--- src/rtl/stack_port_if.sv ---
// Signal bundle between the control unit, the SP register block, data memory and
// the stack port: command handshake, SP mux control, memory strobes and results.
interface stack_port_if;
    logic        cmdValid;
    logic        cmdPush;
    logic [15:0] cmdData;
    logic        cmdReady;
    logic [15:0] spCur;
    logic [2:0]  spSrc;
    logic        spWrite;
    logic [15:0] memAddr;
    logic        memWrite;
    logic        memRead;
    logic [15:0] memWData;
    logic [15:0] memRData;
    logic        done;
    logic [15:0] popData;
    logic        error;

    modport master (
        output cmdValid, cmdPush, cmdData, spCur, memRData,
        input  cmdReady, spSrc, spWrite, memAddr, memWrite, memRead, memWData,
               done, popData, error
    );

    modport slave (
        input  cmdValid, cmdPush, cmdData, spCur, memRData,
        output cmdReady, spSrc, spWrite, memAddr, memWrite, memRead, memWData,
               done, popData, error
    );
endinterface

--- src/rtl/stack_port.sv ---
// Push/pop sequencer between the control unit, the SP register block and data memory.
// Define STACK_BOUNDS_CHECK_EN to reject overflowing pushes and underflowing pops.
module stack_port #(
    parameter logic [15:0] STACK_LIMIT = 16'hFFFE
) (
    input  logic         clock,
    input  logic         resetN,
    stack_port_if.slave  bus
);

`ifdef STACK_BOUNDS_CHECK_EN
    localparam bit BOUNDS_EN = 1'b1;
`else
    localparam bit BOUNDS_EN = 1'b0;
`endif

    localparam logic [2:0] SP_HOLD = 3'b000;
    localparam logic [2:0] SP_INC  = 3'b001;
    localparam logic [2:0] SP_DEC  = 3'b010;

    typedef enum logic [2:0] {
        S_IDLE,
        S_PUSH,
        S_POP,
        S_POPWAIT,
        S_DONE
    } state_t;

    state_t      state_q, state_d;
    logic [15:0] data_q, data_d;
    logic [15:0] pop_data_q, pop_data_d;
    logic        error_q, error_d;

    logic        reject;
    logic        cmd_ready;
    logic [2:0]  sp_src;
    logic        sp_write;
    logic [15:0] mem_addr;
    logic        mem_write;
    logic        mem_read;
    logic [15:0] mem_wdata;
    logic        done_pulse;

    // Bounds are judged against the pointer seen in the accept cycle; SP cannot move before PUSH/POP.
    assign reject = BOUNDS_EN && (bus.cmdPush ? (bus.spCur > STACK_LIMIT)
                                              : (bus.spCur == 16'h0000));

    always_comb begin
        state_d    = state_q;
        data_d     = data_q;
        pop_data_d = pop_data_q;
        error_d    = error_q;
        cmd_ready  = 1'b0;
        sp_src     = SP_HOLD;
        sp_write   = 1'b0;
        mem_addr   = 16'h0000;
        mem_write  = 1'b0;
        mem_read   = 1'b0;
        mem_wdata  = 16'h0000;
        done_pulse = 1'b0;

        case (state_q)
            S_IDLE: begin
                cmd_ready = 1'b1;
                if (bus.cmdValid) begin
                    data_d  = bus.cmdData;
                    error_d = reject;
                    if (reject)
                        state_d = S_DONE;
                    else if (bus.cmdPush)
                        state_d = S_PUSH;
                    else
                        state_d = S_POP;
                end
            end
            S_PUSH: begin
                mem_addr  = bus.spCur;
                mem_write = 1'b1;
                mem_wdata = data_q;
                sp_write  = 1'b1;
                sp_src    = SP_INC;
                state_d   = S_DONE;
            end
            S_POP: begin
                // Top of stack sits one word below the pointer; wraps at zero.
                mem_addr = bus.spCur - 16'd2;
                mem_read = 1'b1;
                sp_write = 1'b1;
                sp_src   = SP_DEC;
                state_d  = S_POPWAIT;
            end
            S_POPWAIT: begin
                pop_data_d = bus.memRData;
                state_d    = S_DONE;
            end
            S_DONE: begin
                done_pulse = 1'b1;
                state_d    = S_IDLE;
            end
            default: begin
                state_d = S_IDLE;
            end
        endcase
    end

    always_ff @(posedge clock or negedge resetN) begin
        if (!resetN) begin
            state_q    <= S_IDLE;
            data_q     <= 16'h0000;
            pop_data_q <= 16'h0000;
            error_q    <= 1'b0;
        end else begin
            state_q    <= state_d;
            data_q     <= data_d;
            pop_data_q <= pop_data_d;
            error_q    <= error_d;
        end
    end

    assign bus.cmdReady = cmd_ready;
    assign bus.spSrc    = sp_src;
    assign bus.spWrite  = sp_write;
    assign bus.memAddr  = mem_addr;
    assign bus.memWrite = mem_write;
    assign bus.memRead  = mem_read;
    assign bus.memWData = mem_wdata;
    assign bus.done     = done_pulse;
    assign bus.popData  = pop_data_q;
    assign bus.error    = done_pulse & error_q;

endmodule

--- src/flat_wrapper.sv ---
// flat-port wrapper written by rule: the top's interface ports become plain ports
module stack_port_flat 
#(
    parameter logic [15:0] STACK_LIMIT = 16'hFFFE
)
  (clock, resetN, bus_cmdValid, bus_cmdPush, bus_cmdData, bus_spCur, bus_memRData, bus_cmdReady, bus_spSrc, bus_spWrite, bus_memAddr, bus_memWrite, bus_memRead, bus_memWData, bus_done, bus_popData, bus_error);
  stack_port_if bus_i ();
  input  logic clock;
  input  logic resetN;
  input wire logic [$bits(bus_i.cmdValid)-1:0] bus_cmdValid;
  input wire logic [$bits(bus_i.cmdPush)-1:0] bus_cmdPush;
  input wire logic [$bits(bus_i.cmdData)-1:0] bus_cmdData;
  input wire logic [$bits(bus_i.spCur)-1:0] bus_spCur;
  input wire logic [$bits(bus_i.memRData)-1:0] bus_memRData;
  output wire logic [$bits(bus_i.cmdReady)-1:0] bus_cmdReady;
  output wire logic [$bits(bus_i.spSrc)-1:0] bus_spSrc;
  output wire logic [$bits(bus_i.spWrite)-1:0] bus_spWrite;
  output wire logic [$bits(bus_i.memAddr)-1:0] bus_memAddr;
  output wire logic [$bits(bus_i.memWrite)-1:0] bus_memWrite;
  output wire logic [$bits(bus_i.memRead)-1:0] bus_memRead;
  output wire logic [$bits(bus_i.memWData)-1:0] bus_memWData;
  output wire logic [$bits(bus_i.done)-1:0] bus_done;
  output wire logic [$bits(bus_i.popData)-1:0] bus_popData;
  output wire logic [$bits(bus_i.error)-1:0] bus_error;
  assign bus_i.cmdValid = bus_cmdValid;
  assign bus_i.cmdPush = bus_cmdPush;
  assign bus_i.cmdData = bus_cmdData;
  assign bus_i.spCur = bus_spCur;
  assign bus_i.memRData = bus_memRData;
  assign bus_cmdReady = bus_i.cmdReady;
  assign bus_spSrc = bus_i.spSrc;
  assign bus_spWrite = bus_i.spWrite;
  assign bus_memAddr = bus_i.memAddr;
  assign bus_memWrite = bus_i.memWrite;
  assign bus_memRead = bus_i.memRead;
  assign bus_memWData = bus_i.memWData;
  assign bus_done = bus_i.done;
  assign bus_popData = bus_i.popData;
  assign bus_error = bus_i.error;
  stack_port #(.STACK_LIMIT(STACK_LIMIT)) u_core (.clock(clock), .resetN(resetN), .bus(bus_i));
endmodule
--- config.mk ---
export PLATFORM = sky130hd
export DESIGN_NAME = stack_port_flat
export DESIGN_NICKNAME = d
export VERILOG_FILES = /design/src/rtl/stack_port_if.sv /design/src/rtl/stack_port.sv /design/src/flat_wrapper.sv
export SDC_FILE = /design/constraint.sdc
export NUM_CORES = 1
export LEC_CHECK = 0
export CAP_MARGIN = 15
export CORE_UTILIZATION = 38
export DETAILED_ROUTE_END_ITERATION = 10
export PLACE_DENSITY = 0.76
export SLEW_MARGIN = 20
export SYNTH_ARGS = -nofsm -noshare
export SYNTH_HDL_FRONTEND = slang
export SYNTH_SLANG_ARGS = --single-unit
--- constraint.sdc ---
create_clock -name clock -period 2.2 [get_ports clock]
set_input_delay 0.44 -clock clock [delete_from_list [all_inputs] [get_ports clock]]
set_output_delay 0.44 -clock clock [all_outputs]
set_load 0.05 [all_outputs]
==> results.py, run 1 <==
metrics = {
    "global_route": {
        "grt.busiest_layer": "met2",
        "grt_use_met3_pct": 8.92,
        "grt_pass1_vias": 2238,
        "met2_usage_pct": 48.0,
        "grt_pass1_wl_mm": 10.5,
        "grt-ovfl-total": 0,
        "antenna_found_initial": 0,
        "track_usage_pct": 25.9,
        "met1_usage_pct": 26.5,
        "grt_max_degree": 36,
    },
    "hold_path": {
        "hp-class": "flop to flop",
        "min_to": "u_core.bus.popData[1]",
        "hold_depth": 1,
        "min_from": "u_core.bus.popData[1]",
    },
    "route": {
        "drt-initial-drc-count": 137,
        "via_per_inst": 5.38,
        "ant_nets": 0,
        "routedWlPerCell_um": 20.6,
        "drt-total-wl_mm": 8.67,
        "drc": 0,
        "vias": 2266,
        "drtPass1Iterations": 4,
    },
    "flow_run": {
        "cap_violations": 0,
    },
    "worst_setup_path": {
        "worstPathArrival_ns": 1.92,
        "timing.rr.start": "u_core.state_q[0]",
        "ff2ff_path_depth": 7,
        "reg2reg_to": "u_core.bus.popData[2]",
        "critPathLaunchType": "flop",
        "end_kind": "output port",
        "rrSetupSlack_ns": 0.40,
        "worstSetupPathType": "flop to output port",
        "path_max_fanout": 6,
        "cp.required_ns": 1.76,
    },
    "final_layout": {
        "num-nets-final": 406,
        "final_cells": 421,
        "layout-drive-gt1-share_pct": 60.2,
        "final_area_um2": 4410,
        "fillers": 185,
        "diodes": 0,
        "syn_to_final_growth_pct": 129,
    },
    "sta": {
        "setup_viol": 20,
        "maxSlewViolCount": 0,
        "maxSlewHeadroom_pct": 65.0,
        "fmax_mhz": 423,
        "rsz0062_at_grt": "true",
        "fin_crit_ns": 2.36,
        "hold_violations": 0,
        "fin_ws_ns": -0.162,
        "finClkSkew_ns": 0.00280,
        "min_period_over_period_pct": 107,
        "whs_ns": 0.510,
        "tightest_slew_ns": 0.523,
    },
    "power_and_ir_drop": {
        "power.density_nw_per_um2": 1410,
        "power_leakage_nw": 1.88,
        "ir_worst_vdd_uv": 1070,
        "p_total_mw": 6.23,
    },
    "placement": {
        "post-place-ws_ns": -0.526,
        "io_buffers": 106,
        "postPlaceCellArea_um2": 3720,
        "gp_congestion": 0.910,
        "dp_cells": 384,
        "dpl.hpwl_mm": 4.39,
    },
    "cts": {
        "cts_hold_buf": 0,
        "root_buffer": "clkbuf_8",
        "clockBufferDepth": 2,
        "cts_tree": "built",
        "clk_pin_slew_ns": 0.07,
        "cts_buffers": 5,
        "clock_sinks": 35,
        "insertion_delay_ns": 0.28,
        "ctsHtreeMaxLevel": 2,
    },
    "logic_synthesis": {
        "ys_ff_latch": 35,
        "yosysWarnings": 0,
        "syn_avg_cell_area_um2": 10.5,
        "yosysSeqAreaShare_pct": 45.4,
        "netlist_area_um2": 1930,
        "yosysUniqueCellTypes": 35,
        "synthCells": 184,
    },
    "die": {
        "core_um2": 4820,
        "dieArea_um2": 5370,
        "die_h_um": 73.3,
        "ios": 109,
        "rows": 25,
        "die_w_um": 73.3,
        "initial_core_util_pct": 40.1,
    },
    "outcome": {
        "violations": "setup timing",
        "status": "finished with violations",
    },
}
-- where the power goes --
| part | internal, mW | switching, mW |
|---|---|---|
| Clock | 0.222 | 0.226 |
| Combinational | 2.14 | 2.48 |
| Sequential | 0.970 | 0.191 |
-- how the worst max path moves through the flow --
stage / endpoint / slack (ns) / startpoint
after global routing: bus_memAddr[13] / -0.20 / bus_spCur[2]
after detailed placement: bus_memAddr[15] / -0.53 / bus_spCur[2]
final: bus_memAddr[5] / -0.16 / u_core.state_q[2]
after floorplan: bus_memAddr[15] / -0.25 / bus_spCur[1]
after CTS: bus_memAddr[5] / -0.09 / u_core.state_q[0]
after global placement: bus_memAddr[14] / -0.47 / bus_spCur[1]
-- kinds of logic (layout without fill, tap and decap cells) --
logic type	after synthesis	after routing	share of synthesized area, %
AND/OR/NAND/NOR	59	59	18.3
flip-flops	35	35	45.4
AO/OA/AOI/OAI	33	33	9.79
multiplexers	32	32	18.7
buffers and inverters	22	191	6.55
adder cells (fa/ha/maj)	1	1	0.648
other	1	2	0.194
XOR/XNOR	1	1	0.454
-- critical path: stages, from the launching register on --
cell	delay, ns
dfrtp_1	0.41
or3b_4	0.47
buf_4	0.20
o21ai_1	0.17
a22o_1	0.24
buf_12	0.16
-- routing by layer --
| layer | vias up | wire length (µm) |
|---|---|---|
| met5 | - | 0 |
| met4 | 0 | 384 |
| met3 | 30 | 769 |
| met2 | 134 | 4570 |
| met1 | 1114 | 2940 |
| li1 | 988 | - |
-- registers in the layout, indices dropped and copies added (netlist names) --
signal,count
u_core.bus.popData,16
u_core.data_q,16
u_core.state_q,3
-- cell usage after synthesis --
master     n  area share (%)
a21o_1     1            0.39
a21oi_1    6             1.6
a22o_1     1            0.45
a31oi_1    6             1.9
a41oi_1    1            0.45
and2_1    19             6.2
and2b_1    1            0.39
buf_2      2            0.52
buf_4      7             2.7
buf_6      2             1.2
clkbuf_1   1            0.19
conb_1     1            0.19
dfrtp_1   35              45
ha_1       1            0.65
inv_1      9             1.8
inv_2      1            0.19
mux2_2    32              19
nand2_1    9             1.8
nand2b_1   1            0.32
nand3_1    6             1.6
nand4_1    2            0.65
nand4b_1   1            0.45
nor2_1     4            0.78
nor3_1     5             1.3
nor3_2     1            0.52
nor3b_1    2            0.78
nor4_1     4             1.3
nor4b_4    1             1.2
o21ai_0   11             2.9
o21ai_1    4             1.0
o22ai_1    2            0.65
o31a_1     1            0.45
or3_1      2            0.65
or3b_1     1            0.45
xnor2_1    1            0.45
-- per-stage QoR --
stage | setup TNS (ns) | utilization (%)
after floorplan | -0.634 | -
after global placement | -4.32 | 77.1
after detailed placement | -4.93 | 77.1
after CTS | -0.737 | 85.4
after global routing | -2.25 | 91.5
final | -1.33 | 91.5
-- cell type report --
cell class,instances,area (µm²),area share [%]
Timing Repair Buffer,173,2020,45.8
Multi-Input combinational cell,128,1290,29.3
Sequential cell,35,876,19.9
Tap cell,67,83.8,1.90
Clock buffer,7,76.3,1.73
Inverter,10,55.1,1.25
Clock inverter,1,5.00,0.114
-- repair_timing --
item,in CTS,in global routing
gates resized for setup,87,50
pin swaps,10,16
gates cloned,1,1
endpoints found under the hold margin,0,0
endpoints found under the setup margin,34,31
setup buffers,16,14
-- layout by cell type, fill, tap and decap left out, types with 4 or more instances in the layout --
master	instances
o21ai_2	6
buf_2	4
and2_4	17
nand3_1	4
inv_1	6
clkbuf_8	5
o21ai_4	5
buf_12	39
buf_6	13
dfrtp_1	35
buf_4	51
clkdlybuf4s50_1	54
nand2_1	5
mux2_2	32
nor4_4	4
dlygate4sd2_1	4
(Power assumes the default switching activity.)
==> run 2: changes to the inputs <==
Settings changed: CTS_BUF_LIST set to sky130_fd_sc_hd__clkbuf_4 sky130_fd_sc_hd__clkbuf_8 sky130_fd_sc_hd__clkbuf_16, GPL_TIMING_DRIVEN set to 0.
==> results.py, run 2 (same netlist as run 1, synthesis figures left out) <==
metrics = {
    "cts": {
        "clk_pin_slew_ns": 0.07,
        "root_buffer": "clkbuf_8",
        "clock_sinks": 35,
        "insertion_delay_ns": 0.28,
        "cts_tree": "built",
        "ctsHtreeMaxLevel": 2,
        "clockBufferDepth": 2,
        "cts_buffers": 5,
    },
    "final_layout": {
        "final_cells": 396,
        "final_util_pct": 78.1,
        "final_common_cell": "clkdlybuf4s50_1",
        "seqCellArea_um2": 876,
        "final_cell_mix": "clkdlybuf4s50_1 (53), buf_6 (36), dfrtp_1 (35)",
        "layout-drive-gt1-share_pct": 56.5,
        "syn_to_final_growth_pct": 94.9,
        "fillers": 329,
        "multi_input_area_um2": 1190,
        "diodes": 0,
        "num-nets-final": 381,
    },
    "route": {
        "drt-initial-drc-count": 63,
        "ant_nets": 0,
        "routedWlPerCell_um": 15.5,
        "via_per_inst": 5.12,
        "drt-total-wl_mm": 6.14,
        "drtPass1Iterations": 4,
        "drc": 0,
        "vias": 2029,
    },
    "die": {
        "ios": 109,
        "die_w_um": 73.3,
        "dieArea_um2": 5370,
        "core_um2": 4820,
        "initial_core_util_pct": 40.1,
        "die_h_um": 73.3,
        "rows": 25,
    },
    "outcome": {
        "status": "finished with violations",
        "violations": "setup timing",
    },
    "sta": {
        "tightest_slew_ns": 0.517,
        "min_period_over_period_pct": 104,
        "maxSlewHeadroom_pct": 65.4,
        "setup_viol": 12,
        "rsz0062_at_grt": "true",
        "finClkSkew_ns": 0.00174,
        "whs_ns": 0.498,
        "fmax_mhz": 436,
        "fin_ws_ns": -0.0913,
        "fin_crit_ns": 2.29,
        "maxSlewViolCount": 0,
        "hold_violations": 0,
    },
    "worst_setup_path": {
        "worst-path-buf-inv": 1,
        "worstPathArrival_ns": 1.85,
        "crit_slowest_cell": "or3b_4",
        "cp.required_ns": 1.76,
        "slowest_delay_ns": 0.47,
        "worstSetupPathType": "flop to output port",
        "end_kind": "output port",
        "crit_family": "compound AO/OA/AOI/OAI gates",
        "path_max_fanout": 6,
        "crit_path_cell_trace": "or3b_4, o31a_1, a31oi_4, buf_6",
        "critPathLaunchType": "flop",
    },
    "power_and_ir_drop": {
        "power_leakage_nw": 1.64,
        "power.density_nw_per_um2": 1440,
        "p_total_mw": 5.42,
        "ir_worst_vdd_uv": 1170,
    },
    "global_route": {
        "antenna_found_initial": 0,
        "grt_pass1_wl_mm": 9.25,
        "grt_max_degree": 30,
        "grt_pass1_vias": 2039,
        "grt-ovfl-total": 0,
        "track_usage_pct": 22.8,
    },
    "placement": {
        "dp_cells": 359,
        "dpl.hpwl_mm": 4.08,
        "io_buffers": 106,
        "gp_congestion": 0.854,
    },
    "flow_run": {
        "cap_violations": 0,
    },
    "hold_path": {
        "hp-class": "flop to flop",
    },
}
## run 2: changes by cell type in the layout (fill, tap and decap cells not counted), sizes merged
cell / before / now
dlygate4sd1: 0 / 1
buf: 111 / 82
inv: 9 / 8
clkbuf: 7 / 10
clkdlybuf4s50: 54 / 53
clkinvlp: 0 / 1
clkinv: 2 / 1
clkdlybuf4s15: 4 / 9
dlygate4sd2: 4 / 0
dlygate4sd3: 0 / 1
## run 2: layout make-up
class,count,area share [%]
inverters,10,1.36
multi-input cells,128,31.7
flip-flops and latches,35,23.3
plain buffers,11,2.89
well taps,67,2.23
clock buffers,8,2.76
repair buffers,137,35.7
## run 2: power by group
part / total [mW] / leakage [nW] / switching (mW) / internal [mW]
logic: 3.77 / 1.17 / 2.22 / 1.55
registers: 1.13 / 0.413 / 0.165 / 0.970
clock network: 0.514 / 0.0549 / 0.216 / 0.298
## run 2: per-stage QoR
stage / cell area (µm²) / worst slack (ns) / setup TNS [ns]
2_1_floorplan: 2020 / -0.248 / -0.634
3_3_place_gp: 3170 / -1.31 / -29.14
3_5_place_dp: 3180 / -1.35 / -25.67
4_1_cts: 3480 / -0.117 / -0.639
5_1_grt: 3760 / -0.165 / -1.83
6_report: 3760 / -0.0913 / -0.647
## run 2: what timing repair did
item	CTS	global route
endpoints found under the setup margin	39	35
cloned	1	0
endpoints found under the hold margin	6	0
hold buffers	1	0
resized for setup	297	82
buffers inserted	19	9
pin swaps	14	9
## run 2: path summary, 6_finish.rpt
path / from / endpoint / slack [ns] / cells after the start
worst max register to register: u_core.state_q[0] / u_core.data_q[5] / 0.37 / 7
worst min-delay path: u_core.data_q[1] / u_core.data_q[1] / 0.50 / 1
min in group asynchronous: resetN / u_core.data_q[9] / 0.54 / 2
worst max-delay path: u_core.state_q[0] / bus_memAddr[14] / -0.09 / 4
max in group asynchronous: resetN / u_core.bus.popData[10] / 1.26 / 3
worst min register to register: u_core.data_q[1] / u_core.data_q[1] / 0.50 / 1
## run 2: metal layers
layer	GRT usage (%)	vias up	wire length [µm]
met1	25.0	959	2260
met2	39.0	121	2990
met3	8.50	14	744
met4	10.9	0	144
li1	-	935	-
met5	0	-	0
==> edit 1: new RTL, flow settings as in run 2 <==
The localparam `BOUNDS_EN` goes from 1'b0 to 1'b1.
--- a/src/rtl/stack_port.sv
+++ b/src/rtl/stack_port.sv
@@ -11,7 +11,7 @@
 `ifdef STACK_BOUNDS_CHECK_EN
     localparam bit BOUNDS_EN = 1'b1;
 `else
-    localparam bit BOUNDS_EN = 1'b0;
+    localparam bit BOUNDS_EN = 1'b1;
 `endif
 
     localparam logic [2:0] SP_HOLD = 3'b000;
Check against the original RTL: not equivalent (a bounded check fails within 4 cycles, from zero or initial values and one cycle with resetN low).
==> edit 1 against run 2 <==
The run still ends with negative setup slack left; die area increased by 3.1%; largest cell class unchanged; total power increased by 16%; core utilization increased by 6.3 points; setup slack got worse by 0.33 ns; sequential cell count increased by 1; wire length increased by 33%; area after synthesis increased by 3.2%; worst hold slack got worse by 0.41 ns; global-route usage increased by 5.1 points; final area increased by 9.4%; first-iteration DRC count increased by 130%.
==> edit 1: results (changes against run 2) <==
Status - finished, violations left
Failing checks - negative setup slack
Starting DRT DRC Count - 147 (+130%)
GPL Wtd Cong - 0.811 (-5.0%)
GRT Util Overall - 27.9% (+5.1 points)
Vias - 2273 (+12%)
Setup-failing EPs final - 15 (+3)
Vias in the first global route - 2361 (+16%)
R2R Path End - u_core.data_q[15]
R2r setup slk - 0.15 ns (-0.22 ns)
Final HPWL DP - 4480 µm (+9.7%)
Layout cell share with drive strength beyond 1 - 56.4% (-0.12 points)
Final Skew - 0.00796 ns (+0.00622 ns)
Min-Delay Path Class - in2async
Final setup margin - -0.419 ns (-0.328 ns)
Setup TNS - -2.54 ns (-1.90 ns)
DP Worst Slack - -1.68 ns (-0.331 ns)
Register area share after synthesis - 45.3% (-0.14 points)
Largest net degree at the start of global routing - 21 (-30%)
Routed wire per std cell - 19.5 µm (+26%)
Top-area cell type share of the netlist area - 45.3% (-0.14 points)
Avg Cell Area, Syn - 10.1 µm² (-3.6%)
Post-synthesis mux area share - 18.1% (-0.58 points)
Post-synth top cells - dfrtp_1, mux2_2, and2_1
Ranking of synthesized cells by area - dfrtp_1, mux2_2, and2_1, o21ai_0, a31oi_1
Final net count - 403 (+5.8%)
Largest family of logic cells by synthesized area - simple AND/OR/NAND/NOR gates
Post-DP Area - 3390 µm² (+6.5%)
Vias per inst - 5.44 (+6.1%)
Hold slack - 0.0848 ns (-0.414 ns)
Count of distinct cell types in the synthesized netlist - 37 (+5.7%)
Slew @ Worst Pin - 0.643 ns (+0.126 ns)
Compound-cell area share of the yosys netlist - 11.6% (+1.8 points)
Global-route wire length before repair - 11300 µm (+23%)
Adder-cell share of the synthesized area - 0.629% (-0.020 points)
[edit 1: cell count changes in the layout (fill, tap and decap cells not counted), moves of 4 or more]
cell,change
and2_1,+11
and2_2,+4
and2_4,-13
buf_4,+7
buf_6,-5
buf_8,+5
clkdlybuf4s15_2,-4
dlygate4sd2_1,+6
nand3_1,-5
[edit 1: what timing repair did]
| action | 4_1_cts | 5_1_grt |
|---|---|---|
| pin swaps | 17 | 8 |
| hold buffers | 0 | 0 |
| gates resized for setup | 344 | 37 |
| buffers inserted | 24 | 15 |
| gates cloned | 2 | 0 |
| endpoints found under the setup margin | 52 | 24 |
[edit 1: layer usage]
layer  wire length, µm  GRT usage [%]
met5                 0              0
met2              3980           47.1
met1              3060           30.5
met3               855           11.5
met4               248           13.2
[edit 1: critical path: stages]
cell     delay, ns
buf_8         0.10
or4_4         0.56
or3_4         0.36
or4_4         0.45
nand3_4       0.11
buf_8         0.15
[edit 1: worst max-delay path by stage]
stage | cells after the start | slack, ns | to | start
floorplan | 4 | -0.16 | bus_memAddr[15] | bus_spCur[8]
global placement | 6 | -1.59 | bus_memAddr[15] | bus_spCur[8]
detailed placement | 6 | -1.68 | bus_memAddr[15] | bus_spCur[8]
CTS | 6 | -0.32 | bus_memAddr[14] | bus_spCur[10]
global route | 6 | -0.45 | bus_memAddr[14] | bus_spCur[10]
finish | 6 | -0.42 | bus_memAddr[14] | bus_spCur[10]
[edit 1: final cells by class]
type	count	area, µm²
timing repair buffer	148	1480
clock inverter	3	42.5
multi-input combinational	141	1400
sequential	36	903
fill	287	763
clock buffer	5	68.8
inverter	9	48.8
tap	67	83.8
buffer	9	85.1
[edit 1: report_power, final]
group	internal [mW]	total, mW	leakage (nW)	switching (mW)
registers	0.995	1.16	0.424	0.166
logic	1.91	4.55	1.30	2.64
clock network	0.335	0.585	0.0541	0.249
==> edit 2: new RTL, config.mk and constraints of run 2 <==
Without the edit above. Encoding of `state_t`: now one-hot (5 bits for 5 states).
--- a/src/rtl/stack_port.sv
+++ b/src/rtl/stack_port.sv
@@ -18,12 +18,12 @@
     localparam logic [2:0] SP_INC  = 3'b001;
     localparam logic [2:0] SP_DEC  = 3'b010;
 
-    typedef enum logic [2:0] {
-        S_IDLE,
-        S_PUSH,
-        S_POP,
-        S_POPWAIT,
-        S_DONE
+    typedef enum logic [4:0] {
+        S_IDLE    = 5'b00001,
+        S_PUSH    = 5'b00010,
+        S_POP     = 5'b00100,
+        S_POPWAIT = 5'b01000,
+        S_DONE    = 5'b10000
     } state_t;
 
     state_t      state_q, state_d;
Function: no difference found for any inputs over 10 cycles, from zero or initial values and one cycle with resetN low; not proved beyond that.
==> edit 2 against run 2 <==
The run still ends with negative setup slack left; wire length up 4.4%; critical endpoint is now bus_memAddr[1]; final area up 5.4%; worst hold slack worse by 0.48 ns; total power down 27%; area after synthesis up 4.4%; setup slack worse by 0.25 ns; sequential cell count up 2; sequential power up 4%.
==> edit 2: results (changes against run 2) <==
Status - finished, violations left
Failing checks - negative setup slack
Adder-cell share of the synthesized area - 0.621% (-0.027 points)
R2r setup slk - 0.15 ns (-0.22 ns)
Power density cells - 1000 nW/µm² (-30%)
Top Family by Delay on Critical Path - simple AND/OR/NAND/NOR gates
Starting DRT DRC Count - 62 (-1.6%)
Worst VDD drop - 0.000890 V (-24%)
Leak pwr - 1.75 nW (+7.0%)
Post-synth top cells - dfrtp_1, mux2_2, and2_1
Vias per inst - 5.14 (+0.39%)
Met3 WL post-DR - 634 µm (-15%)
Placed Cells incl. Taps - 367 (+2.2%)
Final setup margin - -0.340 ns (-0.249 ns)
Final HPWL DP - 3960 µm (-2.9%)
Setup-failing EPs final - 37 (+25)
Compound-cell area share of the yosys netlist - 7.76% (-2.0 points)
Post-synthesis mux area share - 18.9% (+0.20 points)
FILL cells - 339 (+3.0%)
Worst path arrival time - 2.10 ns (+0.25 ns)
Final net count - 378 (-0.79%)
Vias - 2037 (+0.39%)
Overall routed net length - 6410 µm (+4.4%)
GR Util met1 - 26.7% (+1.7 points)
DP Worst Slack - -1.30 ns (+0.0558 ns)
Count of distinct cell types in the synthesized netlist - 41 (+17%)
Vias in the first global route - 1924 (-5.6%)
Critical Path Max Stage Delay - 0.40 ns (-0.07 ns)
Net load switching power - 1.71 mW (-34%)
M2 GR Usage - 36.4% (-2.6 points)
Layout cell share with drive strength beyond 1 - 54.3% (-2.2 points)
Register area share after synthesis - 46.0% (+0.63 points)
XOR/XNOR Fraction of Synth Area - 0% (-0.45 points)
Met2 wire length - 3270 µm (+9.3%)
Seq group - 1.17 mW (+4%)
[edit 2: changes by cell type in the layout (fill, tap and decap cells not counted), moves of 4 or more]
cell	before	now
clkdlybuf4s50_1	53	57
o21ai_2	9	2
nand3_1	5	1
buf_4	31	17
nor2_1	3	7
buf_8	5	28
dlymetal6s2s_1	0	4
dlygate4sd2_1	0	4
buf_6	36	18
buf_2	8	3
or4_4	0	4
nand3_4	0	4
clkdlybuf4s15_2	8	0
[edit 2: final timing paths]
kind	startpoint	end	depth (start not counted)
worst max-delay path	u_core.state_q[2]	bus_memAddr[1]	8
worst min-delay path	resetN	u_core.data_q[7]	1
worst max register to register	u_core.state_q[2]	u_core.data_q[9]	6
worst min register to register	u_core.bus.popData[15]	u_core.bus.popData[15]	1
max in group asynchronous	resetN	u_core.state_q[0]	2
min in group clock	u_core.bus.popData[15]	u_core.bus.popData[15]	1
[edit 2: stage by stage]
step / area (µm²) / hold WS, ns / setup TNS [ns]
after detailed placement: 3350 / 0.323 / -29.30
after global routing: 3960 / 0.0171 / -12.67
after global placement: 3340 / 0.479 / -35.00
final: 3960 / 0.0154 / -10.29
after CTS: 3830 / 0.0133 / -11.78
after floorplan: 2190 / 0.144 / -0.768
[edit 2: repair_timing]
item	4_1_cts	5_1_grt
endpoints found under the setup margin	39	39
buffers inserted	11	8
cloned	3	1
pin swaps	27	9
endpoints found under the hold margin	0	0
resized for setup	342	25
[edit 2: area by class of cell]
type / instances / area, µm² / share of cell area [%]
inverters: 9 / 56.3 / 1.42
well taps: 70 / 87.6 / 2.21
plain buffers: 11 / 113 / 2.84
repair inverters: 1 / 8.76 / 0.221
multi-input cells: 131 / 1250 / 31.4
flip-flops and latches: 37 / 927 / 23.4
clock buffers: 8 / 91.3 / 2.31
repair buffers: 129 / 1430 / 36.2
